## config.mk

```make
export PLATFORM = sky130hd
export DESIGN_NAME = mem_stage_access_unit
export DESIGN_NICKNAME = d
export VERILOG_FILES = /design/src/rtl/mem_stage_access_unit.sv
export SDC_FILE = /design/constraint.sdc
export NUM_CORES = 1
export LEC_CHECK = 0
export ABC_AREA = 1
export BUFFER_PORTS_ARGS = -buffer_cell sky130_fd_sc_hd__buf_2
export CELL_PAD_IN_SITES_DETAIL_PLACEMENT = 0
export CELL_PAD_IN_SITES_GLOBAL_PLACEMENT = 1
export CORE_MARGIN = 2
export CORE_UTILIZATION = 35
export CTS_BUF_LIST = sky130_fd_sc_hd__clkbuf_4
export CTS_CLUSTER_DIAMETER = 50
export DETAILED_ROUTE_END_ITERATION = 16
export PLACE_DENSITY_LB_ADDON = 0.25
export SYNTH_ARGS = -nofsm -noshare
export SYNTH_HDL_FRONTEND = slang
export SYNTH_SLANG_ARGS = --single-unit
```

## constraint.sdc

```tcl
create_clock -name CLK -period 9.4 [get_ports CLK]
set_clock_uncertainty 0.15 [all_clocks]
set_input_delay 1.88 -clock CLK [delete_from_list [all_inputs] [get_ports CLK]]
set_output_delay 1.88 -clock CLK [all_outputs]
set_load 0.005 [all_outputs]
```

## src/rtl/mem_stage_access_unit.sv

```systemverilog
// Memory-stage access unit: turns the EX/MEM load/store request into a
// req/ack transaction on a word-wide data bus, stalls the pipeline while the
// access is outstanding, and returns aligned, extended load data.
module mem_stage_access_unit #(
    parameter int TIMEOUT_CYCLES = 255
) (
    input  logic        CLK,
    input  logic        RESET,
    input  logic        IN_DATAMEMSEL,
    input  logic [3:0]  IN_READ_WRITE,
    input  logic [31:0] IN_ADDRESS,
    input  logic [31:0] IN_STORE_DATA,
    output logic [31:0] OUT_LOAD_DATA,
    output logic        OUT_BUSY,
    output logic        OUT_MISALIGNED,
    output logic        OUT_BUS_ERROR,
    output logic        MEM_REQ,
    output logic        MEM_WE,
    output logic [31:0] MEM_ADDR,
    output logic [31:0] MEM_WDATA,
    output logic [3:0]  MEM_BYTE_EN,
    input  logic [31:0] MEM_RDATA,
    input  logic        MEM_ACK
);

    typedef enum logic [1:0] {IDLE, ACCESS, DONE} state_t;

    // Last count value before expiry: the edge that would make the count
    // reach TIMEOUT_CYCLES ends the access.
    localparam logic [7:0] TIMEOUT_LAST = 8'(TIMEOUT_CYCLES - 1);

    state_t      state_reg, state_next;
    logic        mem_req_reg, mem_req_next;
    logic        mem_we_reg, mem_we_next;
    logic [3:0]  byte_en_reg, byte_en_next;
    logic [31:0] addr_reg, addr_next;
    logic [31:0] wdata_reg, wdata_next;
    logic [31:0] load_data_reg, load_data_next;
    logic [7:0]  count_reg, count_next;
    logic        err_reg, err_next;
    logic [1:0]  lane_reg, lane_next;
    logic [1:0]  size_reg, size_next;
    logic        unsigned_reg, unsigned_next;

    logic        req_aligned;
    logic [3:0]  req_byte_en;
    logic [31:0] req_wdata;
    logic [15:0] rd_half;
    logic [7:0]  rd_byte;
    logic [31:0] rd_extended;
    logic        busy_comb;
    logic        misaligned_comb;
    logic        bus_error_comb;

    // Decode alignment, byte lanes and replicated store data of the incoming request.
    always_comb begin
        req_aligned = 1'b0;
        req_byte_en = 4'b1111;
        req_wdata   = IN_STORE_DATA;
        case (IN_READ_WRITE[1:0])
            2'b00: begin
                req_aligned = 1'b1;
                req_byte_en = 4'b0001 << IN_ADDRESS[1:0];
                req_wdata   = {4{IN_STORE_DATA[7:0]}};
            end
            2'b01: begin
                req_aligned = ~IN_ADDRESS[0];
                req_byte_en = 4'b0011 << IN_ADDRESS[1:0];
                req_wdata   = {2{IN_STORE_DATA[15:0]}};
            end
            2'b10: begin
                req_aligned = (IN_ADDRESS[1:0] == 2'b00);
            end
            default: begin
                req_aligned = 1'b0;
            end
        endcase
    end

    // Select the addressed lane of the read data and sign/zero-extend it.
    always_comb begin
        rd_byte     = MEM_RDATA[8*lane_reg +: 8];
        rd_half     = lane_reg[1] ? MEM_RDATA[31:16] : MEM_RDATA[15:0];
        rd_extended = MEM_RDATA;
        case (size_reg)
            2'b00:   rd_extended = {{24{rd_byte[7] & ~unsigned_reg}}, rd_byte};
            2'b01:   rd_extended = {{16{rd_half[15] & ~unsigned_reg}}, rd_half};
            default: rd_extended = MEM_RDATA;
        endcase
    end

    // Next-state and combinational status outputs of the access FSM.
    always_comb begin
        state_next      = state_reg;
        mem_req_next    = mem_req_reg;
        mem_we_next     = mem_we_reg;
        byte_en_next    = byte_en_reg;
        addr_next       = addr_reg;
        wdata_next      = wdata_reg;
        load_data_next  = load_data_reg;
        count_next      = count_reg;
        err_next        = err_reg;
        lane_next       = lane_reg;
        size_next       = size_reg;
        unsigned_next   = unsigned_reg;
        busy_comb       = 1'b0;
        misaligned_comb = 1'b0;
        bus_error_comb  = 1'b0;
        case (state_reg)
            IDLE: begin
                if (IN_DATAMEMSEL) begin
                    if (req_aligned) begin
                        busy_comb     = 1'b1;
                        mem_req_next  = 1'b1;
                        mem_we_next   = IN_READ_WRITE[3];
                        // Byte enables and write data only mean something for stores.
                        byte_en_next  = IN_READ_WRITE[3] ? req_byte_en : 4'b0000;
                        wdata_next    = IN_READ_WRITE[3] ? req_wdata : 32'd0;
                        addr_next     = {IN_ADDRESS[31:2], 2'b00};
                        lane_next     = IN_ADDRESS[1:0];
                        size_next     = IN_READ_WRITE[1:0];
                        unsigned_next = IN_READ_WRITE[2];
                        count_next    = 8'd0;
                        err_next      = 1'b0;
                        state_next    = ACCESS;
                    end else begin
                        misaligned_comb = 1'b1;
                        if (!IN_READ_WRITE[3]) begin
                            load_data_next = 32'd0;
                        end
                    end
                end
            end
            ACCESS: begin
                busy_comb  = 1'b1;
                count_next = count_reg + 8'd1;
                // An ack in the expiry cycle wins over the timeout.
                if (MEM_ACK) begin
                    if (!mem_we_reg) begin
                        load_data_next = rd_extended;
                    end
                    mem_req_next = 1'b0;
                    mem_we_next  = 1'b0;
                    byte_en_next = 4'b0000;
                    state_next   = DONE;
                end else if (count_reg == TIMEOUT_LAST) begin
                    // A timed-out store leaves the last load result alone.
                    if (!mem_we_reg) begin
                        load_data_next = 32'd0;
                    end
                    mem_req_next = 1'b0;
                    mem_we_next  = 1'b0;
                    byte_en_next = 4'b0000;
                    err_next     = 1'b1;
                    state_next   = DONE;
                end
            end
            DONE: begin
                bus_error_comb = err_reg;
                err_next       = 1'b0;
                count_next     = 8'd0;
                state_next     = IDLE;
            end
            default: begin
                state_next = IDLE;
            end
        endcase
    end

    // State and bus registers; reset abandons any outstanding access.
    always_ff @(posedge CLK or posedge RESET) begin
        if (RESET) begin
            state_reg     <= IDLE;
            mem_req_reg   <= 1'b0;
            mem_we_reg    <= 1'b0;
            byte_en_reg   <= 4'b0000;
            addr_reg      <= 32'd0;
            wdata_reg     <= 32'd0;
            load_data_reg <= 32'd0;
            count_reg     <= 8'd0;
            err_reg       <= 1'b0;
            lane_reg      <= 2'b00;
            size_reg      <= 2'b00;
            unsigned_reg  <= 1'b0;
        end else begin
            state_reg     <= state_next;
            mem_req_reg   <= mem_req_next;
            mem_we_reg    <= mem_we_next;
            byte_en_reg   <= byte_en_next;
            addr_reg      <= addr_next;
            wdata_reg     <= wdata_next;
            load_data_reg <= load_data_next;
            count_reg     <= count_next;
            err_reg       <= err_next;
            lane_reg      <= lane_next;
            size_reg      <= size_next;
            unsigned_reg  <= unsigned_next;
        end
    end

    // Status outputs are forced low while reset is held, even with a request present.
    assign OUT_BUSY       = busy_comb & ~RESET;
    assign OUT_MISALIGNED = misaligned_comb & ~RESET;
    assign OUT_BUS_ERROR  = bus_error_comb;
    assign OUT_LOAD_DATA  = load_data_reg;
    assign MEM_REQ        = mem_req_reg;
    assign MEM_WE         = mem_we_reg;
    assign MEM_BYTE_EN    = byte_en_reg;
    assign MEM_ADDR       = addr_reg;
    assign MEM_WDATA      = wdata_reg;

endmodule

```

* Yosys cells after proc, flatten, opt, wreduce, memory -nomap -nowiden *
Index checks and enable logic that the tools add are counted.

storage, ports and cells
  bits in registers = 116
  bits of input ports = 104
  output and inout bits = 105
  word-level logic and storage cells = 97

cells by class
  $add $sub $neg = 1
  equal/unequal tests = 14
  shift-type cells = 3
  muxes and demuxes = 48
  bitwise gates (word level) = 7
  reduce and logical (&&, ||, !) cells = 12

operators with widths
  operator                                             number
  two-way mux 32 bit                                   8
  one-hot mux 32 bit (2 select lines)                  3
  indexed part select 32 x 6 -> 8 bit                  1
  one-hot mux 8 bit (3 select lines)                   1
  two-way mux 4 bit                                    5
  two-way mux 1 bit                                    16
  two-way mux 16 bit                                   1
  two-way mux 8 bit                                    2
  one-hot mux 4 bit (2 select lines)                   2
  != test 2 bit, second input constant                 7
  AND reduction 3 bit                                  3
  adder 8 x 1 -> 8 bit, second input constant          1
  equality test 8 bit, second input constant           1
  zero test 2 bit                                      4
  two-way mux 2 bit                                    4
  equality test 2 x 1 -> 1 bit, second input constant  3
  one-hot mux 1 bit (2 select lines)                   3
  one-hot mux 1 bit (3 select lines)                   2
  AND reduction 6 bit                                  1
  AND reduction 5 bit                                  1
  AND 1 bit                                            4
  equality test 2 bit, second input constant           2
  one-hot mux 2 bit (2 select lines)                   1
  AND reduction 4 bit                                  1
  6 further kinds                                      8

* Depth between registers and ports, before layout *
Gate-level depths: netlist of the first run.

  word-level depth = 6
  gate-level depth with buffers = 13
  mapped depth without buffers = 11

* Worst setup path after synthesis of the first run *
Ideal clock, no wire load.

  path type = in2out
  start point = input port IN_ADDRESS[0]
  end point = output port OUT_BUSY
  data arrival time = 2781 ps
  required time = 7370 ps
  path slack = 4589 ps
  stages on the path = 7
  path buffers = 2
  cell sequence = nor2_1 nand2_1 nand2_2 nand3_2 buf_2 buf_2 a21oi_1

on the way
  longest elaborated chain between the ends = 6
  elaborated cells on any way between the ends = 7
  those cells by class = mux: 4; bitwise: 2; reduce/logical: 1

RTL lines
  item                                          RTL line  text
  start: declaration                            11        input logic [31:0] IN_ADDRESS,
  zero test 2 bit or NOT 1 bit (tied branches)  72, 67
  one-hot mux 1 bit (3 select lines) (*)        60        case (IN_READ_WRITE[1:0])
  two-way mux 1 bit (*)                         112       if (req_aligned) begin
  two-way mux 1 bit (*)                         111       if (IN_DATAMEMSEL) begin
  one-hot mux 1 bit (2 select lines) (*)        109       case (state_reg)
  AND 1 bit (*)                                 202       assign OUT_BUSY = busy_comb & ~RESET;
  end: declaration                              14        output logic OUT_BUSY,

Mark *: on every way between the ends. The rest lies on a longest branch, timed or not.

* Worst setup path in the final report of the first run *
  start point = input port IN_READ_WRITE[1]
  end point = output port OUT_BUSY

on the way
  longest elaborated chain between the ends = 6
  elaborated cells on any way between the ends = 8
  those cells by class = eq/ne: 2; mux: 4; bitwise: 1; reduce/logical: 1

RTL lines
  item                                         RTL line  text
  start: declaration                           10        input logic [3:0] IN_READ_WRITE,
  equality test 2 bit (tied with other cells)  60
  one-hot mux 1 bit (3 select lines) (*)       60
  two-way mux 1 bit (*)                        112
  two-way mux 1 bit (*)                        111
  one-hot mux 1 bit (2 select lines) (*)       109
  AND 1 bit (*)                                202

Marks and branches as above.

==> run_results.csv, run 1 <==
group,metric,value,unit
power_and_ir_drop,leakage,4.194,nW
routing,drt_pass1_iterations,6,
setup_path,path_max_fanout,35,
timing,fin_setup_tns,0,ns
routing,wire_per_inst,14.23,um
grt,antenna_found_initial,1,
layout,final_util,45.26,%
clocking,cts_sinks,116,
yosys,yosys_warnings,0,
routing,vias_per_cell,4.577,
routing,ant_nets,0,
clocking,htree_levels,4,
timing,slew_headroom,42.60,%
placed_design,dp_cells,1151,
setup_path,r2r_cells,7,
routing,drt-initial-drc-count,315,
outcome,outcome,"finished clean",
layout,postLayoutCellArea,7216,um2
grt,grt_pass1_vias,5190,
power_and_ir_drop,p_total,2.138,mW
yosys,synthCells,758,
setup_path,worstSetupEndpoint,"OUT_BUSY",
hold_path,hp-class,"reg2reg",
floorplan,start_util,35.89,%
floorplan,core-area,15940,um2
layout,stdcell_count,1183,
setup_path,crit_required,7.37,ns
setup_path,startpoint,"IN_READ_WRITE[1]",
setup_path,cp_data_arrival_time,3.00,ns
layout,nFillCells,1697,
grt,grt_usage,19.35,%
timing,grt_setup_unrepaired,"no",
setup_path,r2r_start,"state_reg[0]",
placed_design,preCtsSetupSlack,4.371,ns
placed_design,gp_congestion,0.8115,
floorplan,row_count,46,
routing,vias,5415,
routing,route.detailed.drc,0,
yosys,yosysUniqueCellTypes,32,
floorplan,die-area,17390,um2
setup_path,r2r_slack,6.39,ns
yosys,synth_flop_cell,"dfrtp_1",
floorplan,die_h,131.9,um
power_and_ir_drop,p_per_area,296.2,nW/um2
clocking,cts-root-buf,"clkbuf_4",
run,max_cap_viol_count,0,
grt,overflow,0,
placed_design,place_area,6883,um2
yosys,synthTopCellsByCount,"nand2_1 (383), dfrtp_1 (116), o21ai_0 (56)",
floorplan,io_pins,209,
yosys,async_flop_share,100.0,%
clocking,clkTransAtPathRegs,0.10,ns
setup_path,cp-start-kind,"input pin",
yosys,synth_area_leader_cell,"dfrtp_1",
timing,setup_violations,0,
floorplan,die_x,131.9,um
layout,final_nets,1063,
timing,fmax,0.1989,GHz
clocking,clock_latency,0.53,ns
setup_path,timing.rr.end,"MEM_WDATA[0]",
yosys,synth_edf_count,0,
clocking,postCtsResizedCells,0,
timing,min_period,5.028,ns
yosys,synth_area_per_cell,7.548,um2
timing,fin_crit_sh,53.49,%
clocking,clockBufferDepth,2,
layout,layout-drive-gt1-share,28.34,%
placed_design,portBuffers,206,
layout,n_antenna_cell,0,
yosys,synth_area_leaders,"dfrtp_1 (51%), nand2_1 (25%), o21ai_0 (4.9%)",
timing,tightest_slew,0.8609,ns
yosys,yosysMostFrequentCell,"nand2_1",
power_and_ir_drop,ir_worst_vdd,119.1,uV
clocking,cts-hold-fix-buffers,0,
timing,hold_viol,0,
yosys,synth_top_area_share,50.73,%
yosys,synth_seq_cells,116,
placed_design,hpwl,12010,um
timing,whs,0.3327,ns
timing,final-max-slew-violation-count,0,
setup_path,critPathCaptureType,"primary output",
yosys,synth_seq_area_share,50.73,%
setup_path,crit_type,"in2out",
grt,grt_max_degree,89,
clocking,cts-buffers-inserted,17,
clocking,tritoncts,"done",
layout,area_growth,26.11,%
grt,grt_first_pass_wirelength,26660,um
routing,drt_wl_total,16830,um
clocking,post_cts_buffers,0,
timing,setup_slack,4.372,ns
yosys,netlist_area,5722,um2
## per-layer routing
layer	global-route usage (%)	up-vias	wire (um)
li1	-	2762	-
met2	30.50	159	7724
met3	6.728	19	1175
met4	5.254	2	222
met1	25.38	2473	7693
met5	0	-	13
## final cells by class
type | count | area [um2] | share of cell area [%]
clock buffer | 17 | 127.6 | 1.769
clock inverter | 15 | 205.2 | 2.844
inverter | 51 | 193.9 | 2.688
multi-input combinational | 558 | 2455 | 34.02
sequential | 116 | 2903 | 40.23
tap | 216 | 270.3 | 3.745
timing repair buffer | 210 | 1061 | 14.70
## how the worst min path moves through the flow
stage | from | end | slack [ns] | cells after the start
after global placement | OUT_LOAD_DATA[21] | OUT_LOAD_DATA[21] | 0.31 | 2
final | OUT_LOAD_DATA[15] | OUT_LOAD_DATA[15] | 0.33 | 2
after global routing | OUT_LOAD_DATA[16] | OUT_LOAD_DATA[16] | 0.36 | 2
after floorplan | size_reg[0] | size_reg[0] | 0.30 | 2
after detailed placement | OUT_LOAD_DATA[4] | OUT_LOAD_DATA[4] | 0.31 | 2
after CTS | OUT_LOAD_DATA[4] | OUT_LOAD_DATA[4] | 0.34 | 2
## logic make-up after synthesis
group,share of synthesized area [%]
simple gates,32.39
flops,50.73
compound gates,8.835
buf+inv,6.429
fa+ha+maj,1.093
xor+xnor,0.4593
other cells,0.06554
## worst max-delay path, stage by stage
cell and delay [ns]:
buf_2 0.14, inv_2 0.39, nand2_1 0.13, nand2_2 0.14, nand3_2 0.08, a21oi_1 0.13
buf_2 0.12
## cell usage in the layout (no fill, tap or decap), drive strengths merged
master      n
a21oi      16
nand3b      1
nor4        1
clkbuf     17
o21ai      56
xor2        3
a211oi      1
nand4       3
o211ai     16
clkinv      6
dfrtp     116
buf       210
nand2     385
o31ai       1
nor3        2
nor2       25
clkinvlp    3
inv        53
o22ai       1
ha          5
or2        16
nand3      24
conb        2
bufinv      4
## power breakdown
group | leakage [nW] | total (mW) | switching (mW) | internal (mW)
registers | 1.52 | 0.850 | 0.144 | 0.706
logic | 2.50 | 0.863 | 0.521 | 0.342
clock network | 0.169 | 0.425 | 0.212 | 0.213
No activity file was read; power rests on OpenSTA's default activity.
==> inputs of run 2 (changes only) <==
--- a/config.mk
+++ b/config.mk
@@ -5,12 +5,12 @@
 export SDC_FILE = /design/constraint.sdc
 export NUM_CORES = 1
 export LEC_CHECK = 0
-export ABC_AREA = 1
+export ABC_AREA = 0
 export BUFFER_PORTS_ARGS = -buffer_cell sky130_fd_sc_hd__buf_2
 export CELL_PAD_IN_SITES_DETAIL_PLACEMENT = 0
 export CELL_PAD_IN_SITES_GLOBAL_PLACEMENT = 1
 export CORE_MARGIN = 2
-export CORE_UTILIZATION = 35
+export CORE_UTILIZATION = 34
 export CTS_BUF_LIST = sky130_fd_sc_hd__clkbuf_4
 export CTS_CLUSTER_DIAMETER = 50
 export DETAILED_ROUTE_END_ITERATION = 16
==> constraint.sdc (replaced) <==
create_clock -name CLK -period 4.08 [get_ports CLK]
set_clock_uncertainty 0.15 [all_clocks]
set_input_delay 0.816 -clock CLK [delete_from_list [all_inputs] [get_ports CLK]]
set_output_delay 0.816 -clock CLK [all_outputs]
set_load 0.005 [all_outputs]
==> run 2 against run 1 <==
Compared with the run above: worst hold slack got worse by 0.0082 ns; critical path type is now reg2out; sequential share of layout area is 1.0 points lower; critical path depth is 1 lower.
==> run_results.csv, run 2 <==
group,metric,value,unit
outcome,outcome,"finished clean",
clocking,postCtsResizedCells,0,
clocking,clock_latency,0.52,ns
grt,grt_pass1_vias,5507,
floorplan,start_util,34.34,%
routing,drt_pass1_iterations,4,
setup_path,crit_type,"reg2out",
grt,grt_max_degree,76,
floorplan,row_count,48,
setup_path,worstPathCellList,"inv_1 -> ha_1 -> nand2_1 -> or3_2 -> a21oi_1 -> buf_2",
clocking,clockBufferDepth,2,
setup_path,cp_data_arrival_time,2.35,ns
floorplan,io_pins,209,
routing,vias,5449,
timing,min_period,3.320,ns
layout,layout-drive-gt1-share,31.98,%
routing,ant_nets,0,
routing,wire_per_inst,16.38,um
yosys,synth_seq_area_share,49.38,%
setup_path,critPathCaptureType,"primary output",
yosys,synth_top_area_share,49.38,%
timing,fin_setup_tns,0,ns
power_and_ir_drop,leakage,3.929,nW
routing,route.detailed.drc,0,
power_and_ir_drop,p_total,4.955,mW
setup_path,crit_path_max_incr_delay,0.47,ns
run,max_cap_viol_count,0,
setup_path,cp_num_buf_inv,2,
yosys,yosysUniqueCellTypes,54,
yosys,synthTopCellsByCount,"nand2_1 (212), dfrtp_1 (116), o21ai_0 (45)",
power_and_ir_drop,ir_worst_vdd,268.9,uV
yosys,synth_flop_cell,"dfrtp_1",
layout,final_cell_mix,"nand2_1 (212), buf_2 (206), dfrtp_1 (116)",
routing,drt_wl_total,17820,um
yosys,async_flop_share,100.0,%
floorplan,die-area,18360,um2
clocking,cts-hold-fix-buffers,0,
timing,fin_crit_sh,81.38,%
setup_path,cp-start-kind,"register",
clocking,cts_sinks,116,
yosys,yosys_warnings,0,
setup_path,path_max_fanout,7,
placed_design,hpwl,12690,um
grt,antenna_found_initial,3,
clocking,tritoncts,"done",
routing,vias_per_cell,5.008,
yosys,synth_seq_cells,116,
clocking,cts-buffers-inserted,17,
setup_path,path_delay_family,"simple AND/OR/NAND/NOR gates",
yosys,synth_edf_count,0,
placed_design,portBuffers,206,
clocking,post_cts_buffers,0,
yosys,netlist_area,5878,um2
power_and_ir_drop,p_per_area,669.6,nW/um2
yosys,synth_area_per_cell,8.933,um2
timing,grt_setup_unrepaired,"no",
setup_path,crit_required,3.11,ns
layout,layout_commonest_cell,"nand2_1",
yosys,synthCells,658,
timing,tightest_slew,1.048,ns
yosys,synth_area_leaders,"dfrtp_1 (49%), nand2_1 (14%), o21ai_0 (3.8%)",
clocking,cts-root-buf,"clkbuf_4",
grt,grt_first_pass_wirelength,28160,um
timing,slew_headroom,29.50,%
floorplan,die_h,135.5,um
timing,fmax,0.3012,GHz
timing,setup_violations,0,
routing,drt-initial-drc-count,313,
floorplan,die_x,135.5,um
clocking,htree_levels,4,
layout,area_growth,25.90,%
timing,final-max-slew-violation-count,0,
hold_path,hp-class,"in2reg",
placed_design,gp_congestion,0.8159,
yosys,synth_area_leader_cell,"dfrtp_1",
clocking,clkTransAtPathRegs,0.12,ns
grt,grt_usage,19.68,%
layout,final_nets,956,
floorplan,core-area,17120,um2
yosys,yosysMostFrequentCell,"nand2_1",
timing,hold_viol,0,
grt,overflow,0,
setup_path,timing.critical_path.slowest_stage_cell,"or3_2",
==> run 2: per-layer routing <==
metal,part of all wire [%],global-route usage (%),vias up
met1,43,24.40,2608
met3,8.0,7.744,21
li1,-,-,2645
met2,47,31.44,175
met5,0,0,-
met4,1.8,6.655,0
==> run 2: cells by family (layout without fill, tap and decap cells) <==
| kind of cell | after synthesis | in the layout | share of synthesized area [%] |
|---|---|---|---|
| flops | 116 | 116 | 49.38 |
| buf+inv | 63 | 264 | 4.704 |
| other cells | 1 | 5 | 0.06380 |
| compound gates | 140 | 140 | 16.65 |
| fa+ha+maj | 5 | 5 | 1.064 |
| mux | 36 | 36 | 6.577 |
| simple gates | 297 | 297 | 21.56 |
==> run 2: area by class of cell <==
| type | instances | area [um2] |
|---|---|---|
| well taps | 225 | 281.5 |
| fillers | 1754 | 9716 |
| clock inverters | 14 | 203.9 |
| diodes | 3 | 7.507 |
| clock buffers | 18 | 135.1 |
| inverters | 18 | 70.07 |
| flip-flops and latches | 116 | 2903 |
| multi-input cells | 480 | 2709 |
| repair buffers | 214 | 1091 |
==> run 2: path summary, 6_finish.rpt <==
check,endpoint,slack [ns],start,depth (start not counted)
min reg2reg,MEM_ADDR[3],0.33,MEM_ADDR[3],2
min in group asynchronous,MEM_BYTE_EN[3],0.33,RESET,2
min,MEM_ADDR[2],0.32,IN_ADDRESS[2],3
max,OUT_BUSY,0.76,state_reg[1],6
max reg2reg,OUT_LOAD_DATA[29],1.40,state_reg[1],6
max in group asynchronous,MEM_BYTE_EN[1],2.49,RESET,3
==> run 2: through the flow <==
stage | worst slack (ns) | cells | instance area, um2 | utilization [%] | hold WS, ns
global route | 0.5179 | 1087 | 7398 | 43.22 | 0.2472
global placement | 1.015 | 1053 | 7054 | 41.21 | 0.2971
floorplan | 0.04159 | 659 | 5882 | - | 0.3023
CTS | 0.7032 | 1085 | 7393 | 43.19 | 0.2553
finish | 0.7597 | 1088 | 7401 | 43.24 | 0.3246
detailed placement | 1.000 | 1053 | 7054 | 41.21 | 0.3028
==> run 2: tightest hold or removal path, delay by kind of cell <==
family        cells  cell delay, ns
buf+inv           1            0.07
simple gates      2            0.08
==> run 2: power by group <==
group | leakage [nW] | switching [mW] | internal (mW)
Sequential | 1.52 | 0.325 | 1.63
Clock | 0.169 | 0.492 | 0.501
Combinational | 2.24 | 1.14 | 0.869
